[config.mk]
export PLATFORM = sky130hd
export DESIGN_NAME = multicycle_chunk_adder
export DESIGN_NICKNAME = d
export VERILOG_FILES = /design/src/rtl/multicycle_chunk_adder_pkg.sv /design/src/rtl/multicycle_chunk_adder_nbit_adder.sv /design/src/rtl/multicycle_chunk_adder.sv
export SDC_FILE = /design/constraint.sdc
export NUM_CORES = 1
export LEC_CHECK = 0
export BUFFER_PORTS_ARGS = -buffer_cell sky130_fd_sc_hd__buf_2
export CAP_MARGIN = 30
export CORE_MARGIN = 2
export CORE_UTILIZATION = 50
export CTS_BUF_LIST = sky130_fd_sc_hd__clkbuf_16
export DETAILED_ROUTE_END_ITERATION = 10
export GPL_TIMING_DRIVEN = 0
export PLACE_DENSITY = 0.72
export SYNTH_ARGS = -nofsm -noshare
export SYNTH_HDL_FRONTEND = slang
export SYNTH_SLANG_ARGS = --single-unit
[constraint.sdc]
create_clock -name clk -period 13.7 [get_ports clk]
set_clock_uncertainty 0.1 [all_clocks]
set_input_delay 2.055 -clock clk [delete_from_list [all_inputs] [get_ports clk]]
set_output_delay 2.055 -clock clk [all_outputs]
set_load 0.02 [all_outputs]
[src/rtl/multicycle_chunk_adder_pkg.sv]
// Shared types for the multicycle chunk adder: FSM encoding, operation mode
// and the slice-index width helper.
package multicycle_chunk_adder_pkg;

  typedef enum logic [1:0] {
    ST_IDLE = 2'd0,
    ST_RUN  = 2'd1,
    ST_DONE = 2'd2
  } state_t;

  typedef enum logic {
    MODE_ADD = 1'b0,
    MODE_SUB = 1'b1
  } mode_t;

  // Index counter width; a single-slice build still needs a 1-bit index.
  function automatic int unsigned idx_width(input int unsigned n);
    return (n > 1) ? $clog2(n) : 1;
  endfunction

endpackage

[src/rtl/multicycle_chunk_adder_nbit_adder.sv]
// Combinational N-bit ripple adder built from full adders; also exposes the
// carry into the top bit for signed-overflow detection.
module nbit_adder #(
  parameter int unsigned N = 8
) (
  input  logic [N-1:0] a,
  input  logic [N-1:0] b,
  input  logic         cin,
  output logic [N-1:0] sum,
  output logic         cout,
  output logic         c_msb
);

  logic [N:0] w_c;

  assign w_c[0] = cin;

  for (genvar i = 0; i < N; i++) begin : g_fa
    assign sum[i]     = a[i] ^ b[i] ^ w_c[i];
    assign w_c[i + 1] = (a[i] & b[i]) | (w_c[i] & (a[i] ^ b[i]));
  end

  assign cout  = w_c[N];
  assign c_msb = w_c[N-1];

endmodule

[src/rtl/multicycle_chunk_adder.sv]
// Low-area add/sub unit: processes one CHUNK-bit slice per cycle, LSB first,
// with the inter-slice carry held in a register; valid/ready on both sides.
module multicycle_chunk_adder
  import multicycle_chunk_adder_pkg::*;
#(
  parameter int unsigned WIDTH = 32,
  parameter int unsigned CHUNK = 8
) (
  input  logic             clk,
  input  logic             reset,
  input  logic             start,
  output logic             in_ready,
  input  logic [WIDTH-1:0] a,
  input  logic [WIDTH-1:0] b,
  input  logic             carry_in,
  input  logic             sub,
  output logic             busy,
  output logic             out_valid,
  input  logic             out_ready,
  output logic [WIDTH-1:0] sum,
  output logic             carry_out,
  output logic             overflow,
  output logic             zero
);

  localparam int unsigned NCHUNK = WIDTH / CHUNK;
  localparam int unsigned IDXW   = idx_width(NCHUNK);
  localparam logic [IDXW-1:0] LAST_IDX = IDXW'(NCHUNK - 1);

  state_t           r_state;
  state_t           w_state_next;
  logic [WIDTH-1:0] r_a;
  logic [WIDTH-1:0] r_b;
  logic [WIDTH-1:0] r_sum;
  logic             r_carry;
  logic             r_carry_out;
  logic             r_overflow;
  logic             r_zero;
  logic             r_in_ready;
  logic             r_busy;
  logic             r_out_valid;
  logic [IDXW-1:0]  r_idx;

  logic [31:0]      w_shift;
  logic [CHUNK-1:0] w_a_slice;
  logic [CHUNK-1:0] w_b_slice;
  logic [CHUNK-1:0] w_slice_sum;
  logic             w_slice_cout;
  logic             w_slice_cmsb;
  logic [WIDTH-1:0] w_sum_next;
  logic             w_last;

  // Current slice selection and merge of the new slice into the sum.
  always_comb begin
    w_shift    = 32'(r_idx) * 32'(CHUNK);
    w_a_slice  = CHUNK'(r_a >> w_shift);
    w_b_slice  = CHUNK'(r_b >> w_shift);
    w_sum_next = (r_sum & ~(WIDTH'({CHUNK{1'b1}}) << w_shift))
               | (WIDTH'(w_slice_sum) << w_shift);
    w_last     = (r_idx == LAST_IDX);
  end

  nbit_adder #(.N(CHUNK)) u_slice_adder (
    .a     (w_a_slice),
    .b     (w_b_slice),
    .cin   (r_carry),
    .sum   (w_slice_sum),
    .cout  (w_slice_cout),
    .c_msb (w_slice_cmsb)
  );

  always_ff @(posedge clk) begin
    if (reset) begin
      r_state <= ST_IDLE;
    end else begin
      r_state <= w_state_next;
    end
  end

  always_comb begin
    w_state_next = r_state;
    case (r_state)
      ST_IDLE: if (start)     w_state_next = ST_RUN;
      ST_RUN:  if (w_last)    w_state_next = ST_DONE;
      ST_DONE: if (out_ready) w_state_next = ST_IDLE;
      default:                w_state_next = ST_IDLE;
    endcase
  end

  // Status flags track the state being entered so they change on the same edge.
  always_ff @(posedge clk) begin
    if (reset) begin
      r_in_ready  <= 1'b1;
      r_busy      <= 1'b0;
      r_out_valid <= 1'b0;
    end else begin
      r_in_ready  <= (w_state_next == ST_IDLE);
      r_busy      <= (w_state_next == ST_RUN);
      r_out_valid <= (w_state_next == ST_DONE);
    end
  end

  always_ff @(posedge clk) begin
    if (reset) begin
      r_a         <= '0;
      r_b         <= '0;
      r_sum       <= '0;
      r_carry     <= 1'b0;
      r_carry_out <= 1'b0;
      r_overflow  <= 1'b0;
      r_zero      <= 1'b0;
      r_idx       <= '0;
    end else begin
      case (r_state)
        ST_IDLE: begin
          if (start) begin
            r_a     <= a;
            r_b     <= b ^ {WIDTH{sub}};
            r_carry <= (mode_t'(sub) == MODE_SUB) ? 1'b1 : carry_in;
            r_sum   <= '0;
            r_idx   <= '0;
          end
        end
        ST_RUN: begin
          r_sum   <= w_sum_next;
          r_carry <= w_slice_cout;
          if (w_last) begin
            r_idx       <= '0;
            r_carry_out <= w_slice_cout;
            r_overflow  <= w_slice_cmsb ^ w_slice_cout;
            r_zero      <= (w_sum_next == '0);
          end else begin
            r_idx <= r_idx + IDXW'(1);
          end
        end
        default: ;
      endcase
    end
  end

  assign in_ready  = r_in_ready;
  assign busy      = r_busy;
  assign out_valid = r_out_valid;
  assign sum       = r_sum;
  assign carry_out = r_carry_out;
  assign overflow  = r_overflow;
  assign zero      = r_zero;

endmodule
Word level (Yosys, flattened, before mapping)
Index checks and enable logic that the tools add are counted.
{"block": "word_totals", "ff_bits": 107, "inputBits": 70, "output_inout_bits": 38, "wordCells": 87}
{"block": "classes", "add_sub_neg": 1, "eq_ne": 6, "shift": 4, "mux": 12, "bitwise": 45, "reduce_logical": 7}
{"op": "32-bit case mux with 2 select lines", "count": 1}
{"op": "32-bit by 5-bit right shift with 8-bit output", "count": 2}
{"op": "32-bit bitwise AND", "count": 1}
{"op": "32-bit zero test", "count": 1}
{"op": "32-bit 2-to-1 mux", "count": 1}
{"op": "32-bit inverter", "count": 1}
{"op": "32-bit OR", "count": 1}
{"op": "8-bit by 5-bit << shifter with 32-bit output", "count": 1}
{"op": "8-bit by 5-bit << shifter with 32-bit output (first input constant)", "count": 1}
{"op": "32-bit bitwise XOR", "count": 1}
{"op": "1-bit bitwise XOR", "count": 17}
{"op": "1-bit bitwise AND", "count": 16}
{"op": "2-bit 2-to-1 mux", "count": 5}
{"op": "1-bit OR", "count": 8}
{"op": "2-bit equality test (second input constant)", "count": 3}
{"op": "2-bit case mux with 3 select lines", "count": 1}
{"op": "2-bit AND reduction", "count": 3}
{"op": "2-bit by 1-bit equality test with 1-bit output (second input constant)", "count": 2}
{"op": "2-bit zero test", "count": 2}
{"op": "2-bit case mux with 2 select lines", "count": 1}
{"op": "2-bit by 1-bit adder with 2-bit output (second input constant)", "count": 1}
{"op": "1-bit 2-to-1 mux", "count": 2}
{"op": "2-bit != test (second input constant)", "count": 1}
{"op": "1-bit case mux with 2 select lines", "count": 1}
{"op": "2-bit nonzero test", "count": 1}

Depth between registers and ports, before layout
{"block": "logic_depth", "ltp_word": 20, "mapped_depth": 18, "ltp_nobuf": 16}

Modules after synthesis
A second synthesis with hierarchy kept.
{"block": "unflattened", "cells_unflattened": 545, "area_unflattened_um2": 4962.3}
{"mod": "multicycle_chunk_adder", "n_inst": 1, "cells_each": 527, "area_each_um2": 4764.6, "seq_area_each_um2": 2142.1}
{"mod": "nbit_adder", "n_inst": 1, "cells_each": 18, "area_each_um2": 197.7, "seq_area_each_um2": 0.0}

Least setup slack after synthesis
OpenSTA, ideal clock, no wires.
{"block": "synth_path", "path_type": "register -> register", "start": "reg r_idx[1]", "end": "reg r_zero, in the netlist zero", "setup_time_ns": 0.084, "arrival_time_ns": 5.615, "required_ns": 13.516, "setup_slack_ns": 7.900, "path_stages_with_launch": 18, "path_buffers": 2, "synth_period_minus_slack_ns": 5.800, "path_cell_list": "dfxtp_1 clkbuf_1 buf_1 mux4_2 inv_1 fa_1 fa_1 fa_1 fa_1 fa_1 inv_1 fa_1 inv_1 fa_1 fa_1 o22ai_1 or4_1 o31ai_2"}
{"block": "synth_between", "elab_chain_cells": 20, "word_cells_on_any_way": 47, "cone_classes": "eq/ne: 1; shift: 4; bitwise: 40; reduce/logical: 2"}
{"item": "start, declared", "line_no": "multicycle_chunk_adder.sv:42", "text": "logic [IDXW-1:0] r_idx;"}
{"item": "start signal, assigned", "line_no": "multicycle_chunk_adder.sv:133", "text": "r_idx <= r_idx + IDXW'(1);"}
{"item": "32-bit by 5-bit right shift with 8-bit output (on tied branches)", "line_no": "multicycle_chunk_adder.sv:56, multicycle_chunk_adder.sv:57"}
{"item": "1-bit bitwise XOR", "line_no": "multicycle_chunk_adder_nbit_adder.sv:19, multicycle_chunk_adder_nbit_adder.sv:20"}
{"item": "1-bit bitwise AND", "line_no": "multicycle_chunk_adder_nbit_adder.sv:20", "text": "assign w_c[i + 1] = (a[i] & b[i]) | (w_c[i] & (a[i] ^ b[i]));"}
{"item": "1-bit OR", "line_no": "multicycle_chunk_adder_nbit_adder.sv:20"}
{"item": "1-bit bitwise AND", "line_no": "multicycle_chunk_adder_nbit_adder.sv:20"}
{"item": "1-bit OR", "line_no": "multicycle_chunk_adder_nbit_adder.sv:20"}
{"item": "1-bit bitwise AND", "line_no": "multicycle_chunk_adder_nbit_adder.sv:20"}
{"item": "1-bit OR", "line_no": "multicycle_chunk_adder_nbit_adder.sv:20"}
{"item": "[... 4 more ...]"}
{"item": "1-bit bitwise AND", "line_no": "multicycle_chunk_adder_nbit_adder.sv:20"}
{"item": "1-bit OR", "line_no": "multicycle_chunk_adder_nbit_adder.sv:20"}
{"item": "1-bit bitwise AND", "line_no": "multicycle_chunk_adder_nbit_adder.sv:20"}
{"item": "1-bit OR", "line_no": "multicycle_chunk_adder_nbit_adder.sv:20"}
{"item": "1-bit bitwise XOR", "line_no": "multicycle_chunk_adder_nbit_adder.sv:19", "text": "assign sum[i] = a[i] ^ b[i] ^ w_c[i];"}
{"item": "8-bit by 5-bit << shifter with 32-bit output", "line_no": "multicycle_chunk_adder.sv:59", "text": "| (WIDTH'(w_slice_sum) << w_shift);"}
{"item": "32-bit OR", "line_no": "multicycle_chunk_adder.sv:59"}
{"item": "32-bit zero test", "line_no": "multicycle_chunk_adder.sv:131", "text": "r_zero <= (w_sum_next == '0);"}
{"item": "end signal, assigned", "line_no": "multicycle_chunk_adder.sv:131"}
{"item": "end, declared", "line_no": "multicycle_chunk_adder.sv:38", "text": "logic r_zero;"}
Several ways; a longest one is shown, not always the timed one.
A chain may end at the register's enable or synchronous reset.

Worst setup path in the final report
Same ends and word-level chain as after synthesis.

==> results.py <==
metrics = {
    "setup_path": {
        "cp.required_ns": 13.86,
        "arrival_ns": 6.69,
        "r2r_end": "zero$_SDFFE_PP0P_",
        "cp_max_fo": 11,
        "cp-startpoint": "r_idx[1]$_SDFFE_PP0P_",
        "crit_type": "reg2reg",
        "setup.worst_path.end_class": "flop",
        "timing.rr.start": "r_idx[1]$_SDFFE_PP0P_",
        "crit_end": "zero$_SDFFE_PP0P_",
        "crit_path_start_kind": "flop",
        "reg2reg_slack_ns": 7.18,
        "worst_r2r_path_depth": 17,
    },
    "global_routing": {
        "grt_pass1_wl_um": 20400,
        "grt_pass1_vias": 4193,
        "grt.total_usage_pct": 25.3,
        "grt_max_degree": 18,
        "antenna_found_initial": 0,
        "gr-total-overflow": 0,
    },
    "timing": {
        "worst_slack_ns": 7.18,
        "worst_slew_pin_slew_ns": 0.834,
        "fin_crit_sh_pct": 47.6,
        "max_freq_mhz": 153,
        "fin_hold_ws_ns": 0.357,
        "fin_tns_setup_ns": 0,
        "period_needed_ns": 6.52,
        "hold_viol": 0,
        "grt_setup_unrepaired": "no",
        "drv_slew": 0,
        "slew_headroom_pct": 43.8,
        "setup_viol": 0,
    },
    "routing": {
        "drt-total-wl_um": 13000,
        "top_layer": "met4",
        "vias_per_cell": 5.43,
        "route.met2.wl_um": 6560,
        "wl_met1_um": 5450,
        "drtPass1Iterations": 4,
        "drc": 0,
        "antenna_left": 0,
        "drtIter0Drc": 244,
        "wl_per_cell_um": 16.2,
        "wl_met3_um": 700,
        "vias": 4352,
    },
    "pwr": {
        "power.leakage_uw": 0.00234,
        "power_frac_seq_pct": 47.4,
        "power_density_nw_per_um2": 121,
        "switching_share_pct": 28.5,
        "p_int_uw": 512,
        "p_switching_uw": 204,
        "total_power_uw": 716,
        "p_comb_share_pct": 19.3,
        "clkPwrFrac_pct": 33.3,
        "peakVddDrop_mv": 0.0525,
    },
    "clocking": {
        "cts_buffers": 9,
        "clock-root-buffer": "clkbuf_16",
        "postCtsHoldBufs": 0,
        "clock_sinks": 107,
        "clk_latency_ns": 0.35,
        "cts.clk_slew.worst_paths_ns": 0.07,
        "postCtsSetupBuffers": 0,
        "post_cts_resized": 0,
        "clockBufferDepth": 2,
        "cts_max_level": 3,
        "tritoncts": "yes",
    },
    "finish": {
        "area_delta_synth_final_pct": 19.4,
        "antenna_cells": 0,
        "nNetsFinal": 745,
        "drive_gt1_share_pct": 22.2,
    },
    "yosys": {
        "netlist_area_um2": 4950,
        "synth_edf_count": 0,
        "yosys_warnings": 0,
        "synth_top_area_cell": "dfxtp_1",
        "yosysMostFrequentCell": "dfxtp_1",
        "ys_types": 45,
        "yosys.area.top_type_share_pct": 43.3,
        "postSynthAreaPerCell_um2": 9.04,
        "synth_flop_cell": "dfxtp_1",
        "synth-seq-area-share_pct": 43.3,
        "synth_nets": 629,
        "synthArstFlopShare_pct": 0,
        "ys_seq_elements": 107,
        "synth_common_cells": "dfxtp_1 (107), nor2_1 (76), nand2_1 (73), a21oi_1 (46), a211oi_1 (34)",
        "syn_inst": 547,
        "synth.area.top_cells": "dfxtp_1 (43%), mux4_2 (7.3%), xnor2_1 (5.8%)",
    },
    "floorplanning": {
        "coreArea_um2": 9680,
        "die_y_um": 103,
        "io_pins": 108,
        "die-area_um2": 10700,
        "fp.dieW_um": 103,
        "num_rows": 36,
        "start_util_pct": 51.1,
    },
    "worst_hold_path": {
        "hold_class": "reg2reg",
    },
    "run": {
        "cap_viol_max_count": 0,
    },
    "placement": {
        "dp_worst_setup_slack_ns": 7.21,
        "gp_congestion": 0.877,
        "portBuffers": 105,
        "place_hpwl_um": 9800,
    },
    "run_status": {
        "status": "complete, no violations",
    },
}
area by class of cell:
cell class                 count  area, um^2
buffer                        40         159
clock buffer                   9         225
clock inverter                 7        43.8
fill                         874        3780
inverter                      22        82.6
multi-input combinational    378        2560
sequential                   107        2140
tap                          133         166
timing repair buffer         105         526
registers in the layout, indices dropped and copies added (netlist names):
| name | count |
|---|---|
| r_a | 32 |
| r_state | 2 |
| sum | 32 |
| zero | 1 |
| out_valid | 1 |
| busy | 1 |
| r_carry | 1 |
| carry_out | 1 |
| overflow | 1 |
| in_ready | 1 |
| r_b | 32 |
| r_idx | 2 |
stage by stage:
step,std cells,utilization [%],cell area (um^2)
detailed placement,785,58.2,5640
global route,801,61.0,5910
global placement,785,58.2,5640
floorplan,547,-,4950
finish,801,61.0,5910
CTS,801,61.0,5910
worst max-delay path, cell delays in order, from the launching register on:
cell and delay [ns]:
dfxtp_1 0.50, clkbuf_1 0.36, buf_1 0.55, mux4_2 0.32, inv_1 0.05, fa_1 0.42
fa_1 0.46, fa_1 0.46, fa_1 0.46, fa_1 0.42, inv_1 0.08, fa_1 0.17
inv_1 0.05, fa_1 0.48, fa_1 0.61, o22ai_1 0.12, or4_1 0.56, o31ai_2 0.24
how the worst min path moves through the flow:
stage,startpoint,endpoint,cells past startpoint
5_1_grt,r_a[5]$_SDFFE_PP0P_,r_a[5]$_SDFFE_PP0P_,2
4_1_cts,r_a[15]$_SDFFE_PP0P_,r_a[15]$_SDFFE_PP0P_,2
3_5_place_dp,r_a[15]$_SDFFE_PP0P_,r_a[15]$_SDFFE_PP0P_,2
3_3_place_gp,r_a[15]$_SDFFE_PP0P_,r_a[15]$_SDFFE_PP0P_,2
2_1_floorplan,r_a[16]$_SDFFE_PP0P_,r_a[16]$_SDFFE_PP0P_,2
6_report,r_a[19]$_SDFFE_PP0P_,r_a[19]$_SDFFE_PP0P_,2
power groups by stage:
stage	logic (uW)	clock network, uW	registers, uW
2_1_floorplan	92.9	0	346
4_1_cts	138	242	339
5_1_grt	152	257	341
6_report	138	239	339
3_5_place_dp	137	0	346
3_3_place_gp	135	0	345
cells by family after synthesis:
logic type | count (synthesis) | synth area share [%]
adders and majority gates | 12 | 4.25
buffers and inverters | 62 | 4.88
muxes | 16 | 7.28
and+or+nand+nor | 184 | 16.1
xor gates and xnor gates | 33 | 5.84
DFF | 107 | 43.3
AOI/OAI and AO/OA | 133 | 18.3
per-layer routing:
layer,vias up,track usage (%)
li1,2133,-
met1,2031,32.1
met2,165,44.1
met3,23,3.97
met4,0,8.30
met5,-,0
cells in the final DEF (no fill, tap or decap), drive strengths merged, types with 3 or more instances in the layout:
cell type / synthesis / routed
nor2: 76 / 76
o22ai: 3 / 3
a211oi: 34 / 34
a21oi: 46 / 46
nor4: 3 / 3
or3: 3 / 3
dfxtp: 107 / 107
inv: 22 / 25
nand2b: 11 / 11
nor2b: 3 / 3
fa: 8 / 8
o21ai: 8 / 8
a22oi: 8 / 8
xnor2: 33 / 33
mux4: 16 / 16
clkbuf: 26 / 35
a2bb2oi: 18 / 18
buf: 14 / 119
ha: 4 / 4
nand2: 73 / 73
(Power assumes the default switching activity.)
